===== src/rtl/pipeline_stage_de_divider.sv =====
// pipeline_stage_de_divider
//   DE-stage execution unit fed by the RE->DE pipeline register. Computes the
//   unsigned quotient and remainder of D / Q with a restoring shift-subtract
//   divider that resolves one quotient bit per cycle. While an operation
//   occupies the stage, o_stall holds the upstream register. The result is
//   offered downstream with a valid/stall handshake.
//
// Ports
//   i_clk          clock, rising edge
//   i_rst          asynchronous, active-high reset
//   i_valid        operand pair on i_D_value/i_Q_value is valid
//   i_D_value      dividend
//   i_Q_value      divisor
//   i_stall        downstream cannot accept the result this cycle
//   o_stall        hold RE->DE register (operands not accepted)
//   o_valid        result on o_quotient/o_remainder is valid
//   o_quotient     D / Q (all ones when Q == 0)
//   o_remainder    D % Q (D when Q == 0)
//   o_div_by_zero  result came from Q == 0
module pipeline_stage_de_divider #(
  parameter int unsigned WIDTH = 8
) (
  input  logic             i_clk,
  input  logic             i_rst,
  input  logic             i_valid,
  input  logic [WIDTH-1:0] i_D_value,
  input  logic [WIDTH-1:0] i_Q_value,
  input  logic             i_stall,
  output logic             o_stall,
  output logic             o_valid,
  output logic [WIDTH-1:0] o_quotient,
  output logic [WIDTH-1:0] o_remainder,
  output logic             o_div_by_zero
);

  localparam int unsigned CW = (WIDTH > 1) ? $clog2(WIDTH) : 1;

  typedef enum logic [1:0] {
    IDLE,
    BUSY,
    DONE
  } state_t;

  state_t           state;
  state_t           state_nxt;

  logic [CW-1:0]    cnt;
  logic [WIDTH-1:0] divisor;
  logic [WIDTH-1:0] acc;
  logic [WIDTH-1:0] qsh;

  logic [WIDTH:0]   shifted;
  logic [WIDTH:0]   trial;
  logic             trial_ok;
  logic [WIDTH-1:0] acc_step;
  logic [WIDTH-1:0] qsh_step;
  logic             last_bit;
  logic             q_is_zero;

  // One restoring-division step. The partial remainder is always below the
  // divisor, so the shifted value is below 2*Q and the MSB of the WIDTH+1 bit
  // difference is a clean borrow flag.
  always_comb begin
    shifted  = {acc, qsh[WIDTH-1]};
    trial    = shifted - {1'b0, divisor};
    trial_ok = ~trial[WIDTH];
    acc_step = trial_ok ? trial[WIDTH-1:0] : shifted[WIDTH-1:0];
    qsh_step = {qsh[WIDTH-2:0], trial_ok};
    last_bit = (cnt == CW'(WIDTH - 1));
  end

  assign q_is_zero = (i_Q_value == '0);

  always_comb begin
    state_nxt = state;
    unique case (state)
      IDLE: begin
        if (i_valid) begin
          state_nxt = q_is_zero ? DONE : BUSY;
        end
      end
      BUSY: begin
        if (last_bit) begin
          state_nxt = DONE;
        end
      end
      DONE: begin
        if (!i_stall) begin
          state_nxt = IDLE;
        end
      end
      default: state_nxt = IDLE;
    endcase
  end

  assign o_stall = (state != IDLE);
  assign o_valid = (state == DONE);

  always_ff @(posedge i_clk or posedge i_rst) begin
    if (i_rst) begin
      state         <= IDLE;
      cnt           <= '0;
      divisor       <= '0;
      acc           <= '0;
      qsh           <= '0;
      o_quotient    <= '0;
      o_remainder   <= '0;
      o_div_by_zero <= 1'b0;
    end else begin
      state <= state_nxt;
      unique case (state)
        IDLE: begin
          if (i_valid) begin
            divisor <= i_Q_value;
            cnt     <= '0;
            acc     <= '0;
            qsh     <= i_D_value;
            if (q_is_zero) begin
              o_quotient    <= '1;
              o_remainder   <= i_D_value;
              o_div_by_zero <= 1'b1;
            end
          end
        end
        BUSY: begin
          acc <= acc_step;
          qsh <= qsh_step;
          cnt <= cnt + 1'b1;
          // Result registers take the final step directly so they are valid
          // in the first DONE cycle.
          if (last_bit) begin
            o_quotient    <= qsh_step;
            o_remainder   <= acc_step;
            o_div_by_zero <= 1'b0;
          end
        end
        default: ;
      endcase
    end
  end

endmodule


===== config.mk =====
export PLATFORM = sky130hd
export DESIGN_NAME = pipeline_stage_de_divider
export DESIGN_NICKNAME = d
export VERILOG_FILES = /design/src/rtl/pipeline_stage_de_divider.sv
export SDC_FILE = /design/constraint.sdc
export NUM_CORES = 1
export LEC_CHECK = 0
export CELL_PAD_IN_SITES_DETAIL_PLACEMENT = 0
export CELL_PAD_IN_SITES_GLOBAL_PLACEMENT = 1
export CORE_MARGIN = 3
export CORE_UTILIZATION = 43
export DETAILED_ROUTE_END_ITERATION = 6
export HOLD_SLACK_MARGIN = 0.06
export MAX_ROUTING_LAYER = met4
export PLACE_DENSITY = 0.9
export SYNTH_ARGS = -nofsm -noshare
export SYNTH_HDL_FRONTEND = slang
export SYNTH_SLANG_ARGS = --single-unit

===== constraint.sdc =====
create_clock -name i_clk -period 4.92 [get_ports i_clk]
set_input_delay 0.984 -clock i_clk [delete_from_list [all_inputs] [get_ports i_clk]]
set_output_delay 0.984 -clock i_clk [all_outputs]
set_load 0.01 [all_outputs]

==> summary.md <==
| Metric | Value |
|---|---|
| Number of flops mapped to enable cells by yosys | 0 |
| Share of post-route cells with drive strength above 1 | under 10% |
| Category of the most critical setup path | in -> reg |
| Arrival time at the worst endpoint | 3.22 ns |
| Max-cap viol count | 0 |
| Most frequent cell after synthesis | nand2_1 |
| Worst path setup slack after routing | 1.94 ns |
| Worst relative slew slack | 22.7% |
| Buf/Inv on CP | 1 |
| Combinational share of power | between 50% and 60% |
| Diode insertion count for antenna repair | 0 |
| Summed instance area of the synthesized netlist | between 0.002 and 0.0025 mm^2 |
| Part of the power in the clock network | 15.4% |
| Num ports | 39 |
| Initial DRC count | approximately 170 |
| Global-route wire length before repair | 9050 um |
| Post-placement cell area | roughly 0.0028 mm^2 |
| Overall via count from detail_route | a little under 2k |
| Most numerous cell types in the synthesized netlist | nand2_1, dfrtp_1, nor2_1 |
| Gpl congestion | between 0.8 and 0.9 |
| Die Area | 0.00645 mm^2 |
| Critical Path Source Type | primary input |
| Peak ir drop on the vdd network | between 300 and 400 uV |
| Via count of the first global-routing pass | 1961 |
| Number of I/O port buffers | 38 |
| Final Net Count | around 340 |
| Place WS | between 1.5 and 2 ns |
| Capturing element type of the critical path | flip-flop |
| Switching part of the total power | between 40% and 50% |
| Sum of internal, switching and leakage power | between 2 and 2.5 mW |
| Post-CTS sizing | 0 |
| Number of pins with negative max-slew slack in the final report | 0 |
| Post-detail-place hpwl | ~3800 um |
| DRT Wirelength | 5370 um |
| Cell with the largest stage delay on the worst path | a21oi_2 |
| Hold-fix buffer count after cts | 0 |
| Wire length per cell after detailed routing | about 14 um |
| Length of the first detailed-routing pass in iterations | 4 |
| Vias per cell | 5.26 |
| Post-CTS setup buffers | 0 |
| Pwr dens | 763 mW/mm^2 |
| Run status | finished clean |
| Synth top area cells | dfrtp_1, nand2_1, nor2_1 |
| Num rows | 26 |
| Share of the clock period used by the worst path | about 61% |
| Total global routing overflow | 0 |
| TNS Setup | 0 ns |
| Synthesized instance count | 269 |
| DRT antenna net count | 0 |
| Largest delay contributor family on the critical path | compound AO/OA/AOI/OAI gates |
| Class of the most critical hold timing path | reg -> reg |
| Fraction of post-synthesis cell area in the top cell type by area | a little under 50% |
| RSZ-0062 raised after global routing | no |
| Overall fraction of global-route tracks in use | roughly 18% |
| Design Area, Final | ~0.0030 mm^2 |
| Share of flip-flops with an asynchronous set or reset | 100% |
| Cell type with the highest aggregate area in the netlist | dfrtp_1 |
| Clk_lat worst skew | 0.30 ns |
| Clock tree from TritonCTS | yes |
| Core area | ~0.0052 mm^2 |
| Biggest cell delay along the critical path | slightly above 0.9 ns |
| Signed area change from the synthesized netlist to the final layout | 24.2% |
| Post-layout util | between 50% and 60% |
| Synth Net Count | 300 |
| Top FF cell, synth | dfrtp_1 |
| Sequential fraction of the synthesis area | between 40% and 50% |
| Initial antenna violation count | 0 |
| Number of setup violations in the final report | 0 |
| Number of warning messages in the yosys log | 0 |
| Die span in x | 80.3 um |
| CTS buffer count | 5 |
| Internal Pwr Total | between 1 and 1.5 mW |
| Critical-path maximum fanout | 27 |
| Critical Path RT | 5.16 ns |
| Initial Util | 45.3% |
| Fmax | about 340 MHz |
| Transition time at the pin with the least slew margin | 1.16 ns |
| Largest net degree at the start of global routing | 47 |
| Clock Sinks | 46 |
| Final critical-path required period | just under 3 ns |
| Sequential power share | between 30% and 40% |
| Leakage power | 1.28 nW |
| Final Hold Viols | 0 |
| CTS H-tree depth | 2 |
| Number of remaining DRC errors | 0 |
| Crit path cell chain | clkdlybuf4s50_1 -> nor4_1 -> nand2_1 -> a21oi_2 -> o32a_1 |
| Flip-flop and latch count after synthesis | 46 |
| Die Y-Extent | 80.3 um |
| Max Clock Skew | a little under 0.006 ns |
| Maximum clock insertion buffer count | 2 |
| Synth unique cells | 37 |
| Clock root cell | clkbuf_8 |
| Clk slew on worst S/H paths | ~0.080 ns |
| Mean Syn Cell Area | around 9 um^2 |
| Switching component of the power | about 930 uW |
==> routing by layer <==
layer | GRT usage, % | wire, um | up-vias
met5 | - | 0 | -
met4 | 5.57 | 73 | 0
met3 | 3.14 | 209 | 9
met2 | 29.5 | 2510 | 49
met1 | 24.2 | 2580 | 932
li1 | - | - | 989
==> power by group through the flow <==
stage | clock [mW] | combinational (mW) | sequential, mW
4_1_cts | 0.350 | 1.22 | 0.691
3_3_place_gp | 0 | 1.18 | 0.693
3_5_place_dp | 0 | 1.21 | 0.697
6_report | 0.347 | 1.21 | 0.690
5_1_grt | 0.366 | 1.37 | 0.715
2_1_floorplan | 0 | 0.839 | 0.694
==> worst min-delay path: stages, from the launching register on <==
cell	delay, ns
dfrtp_1	0.36
nand2_1	0.05
nand2_1	0.06
==> final timing paths <==
| path | startpoint | to | slack, ns | cells past startpoint |
|---|---|---|---|---|
| worst max-delay path | i_Q_value[4] | o_remainder[2] | 1.94 | 5 |
| worst min-delay path | divisor[0] | divisor[0] | 0.50 | 2 |
| worst max register to register | qsh[7] | o_remainder[3] | 2.12 | 10 |
| worst min register to register | divisor[0] | divisor[0] | 0.50 | 2 |
| max in group asynchronous | i_rst | qsh[7] | 3.12 | 2 |
| min in group asynchronous | i_rst | divisor[4] | 1.20 | 2 |
==> area by class of cell <==
cell class | instances | area (um^2)
Clock buffer | 6 | 82.6
Clock inverter | 2 | 60.1
Tap cell | 70 | 87.6
Inverter | 12 | 45.0
Fill cell | 488 | 2290
Multi-Input combinational cell | 202 | 1140
Timing Repair Buffer | 38 | 380
Sequential cell | 46 | 1150
==> placed cells by master, fill, tap and decap left out, types with 2 or more instances in the layout <==
master	Yosys	final
nand2_1	51	51
dfrtp_1	46	46
clkdlybuf4s50_1	0	38
nor2_1	36	36
a21oi_1	17	17
a31oi_1	13	13
inv_1	12	11
o21ai_0	11	11
nand3_1	10	10
ha_1	10	10
or2_2	8	8
a211oi_1	7	7
clkbuf_8	0	6
nand2b_1	5	5
a21o_1	4	4
mux2i_1	3	3
xnor2_1	3	3
and2_1	2	2
nor3_1	2	2
nor2b_1	2	2
a211o_1	2	2
nor4_1	2	2
bufinv_16	0	2
==> through the flow <==
step	hold WS (ns)	instances
after global placement	0.484	368
after floorplan	0.452	269
final	0.504	376
after global routing	0.542	376
after CTS	0.514	376
after detailed placement	0.496	368
==> sequential cells by signal, indices dropped and copies added (netlist names) <==
| signal | cells |
|---|---|
| state | 2 |
| cnt | 3 |
| qsh | 8 |
| o_remainder | 8 |
| o_div_by_zero | 1 |
| divisor | 8 |
| acc | 8 |
| o_quotient | 8 |
==> cell families (layout without fill, tap and decap cells) <==
| logic type | Yosys count | count (layout) | synth area share (%) |
|---|---|---|---|
| AOI/OAI and AO/OA | 61 | 61 | 16.3 |
| xor gates and xnor gates | 4 | 4 | 1.48 |
| adders and majority gates | 11 | 11 | 6.11 |
| buffers and inverters | 21 | 58 | 3.37 |
| DFF | 46 | 46 | 48.5 |
| muxes | 4 | 4 | 1.74 |
| and+or+nand+nor | 122 | 122 | 22.6 |
Note: power is estimated with default switching activity, not from simulation.
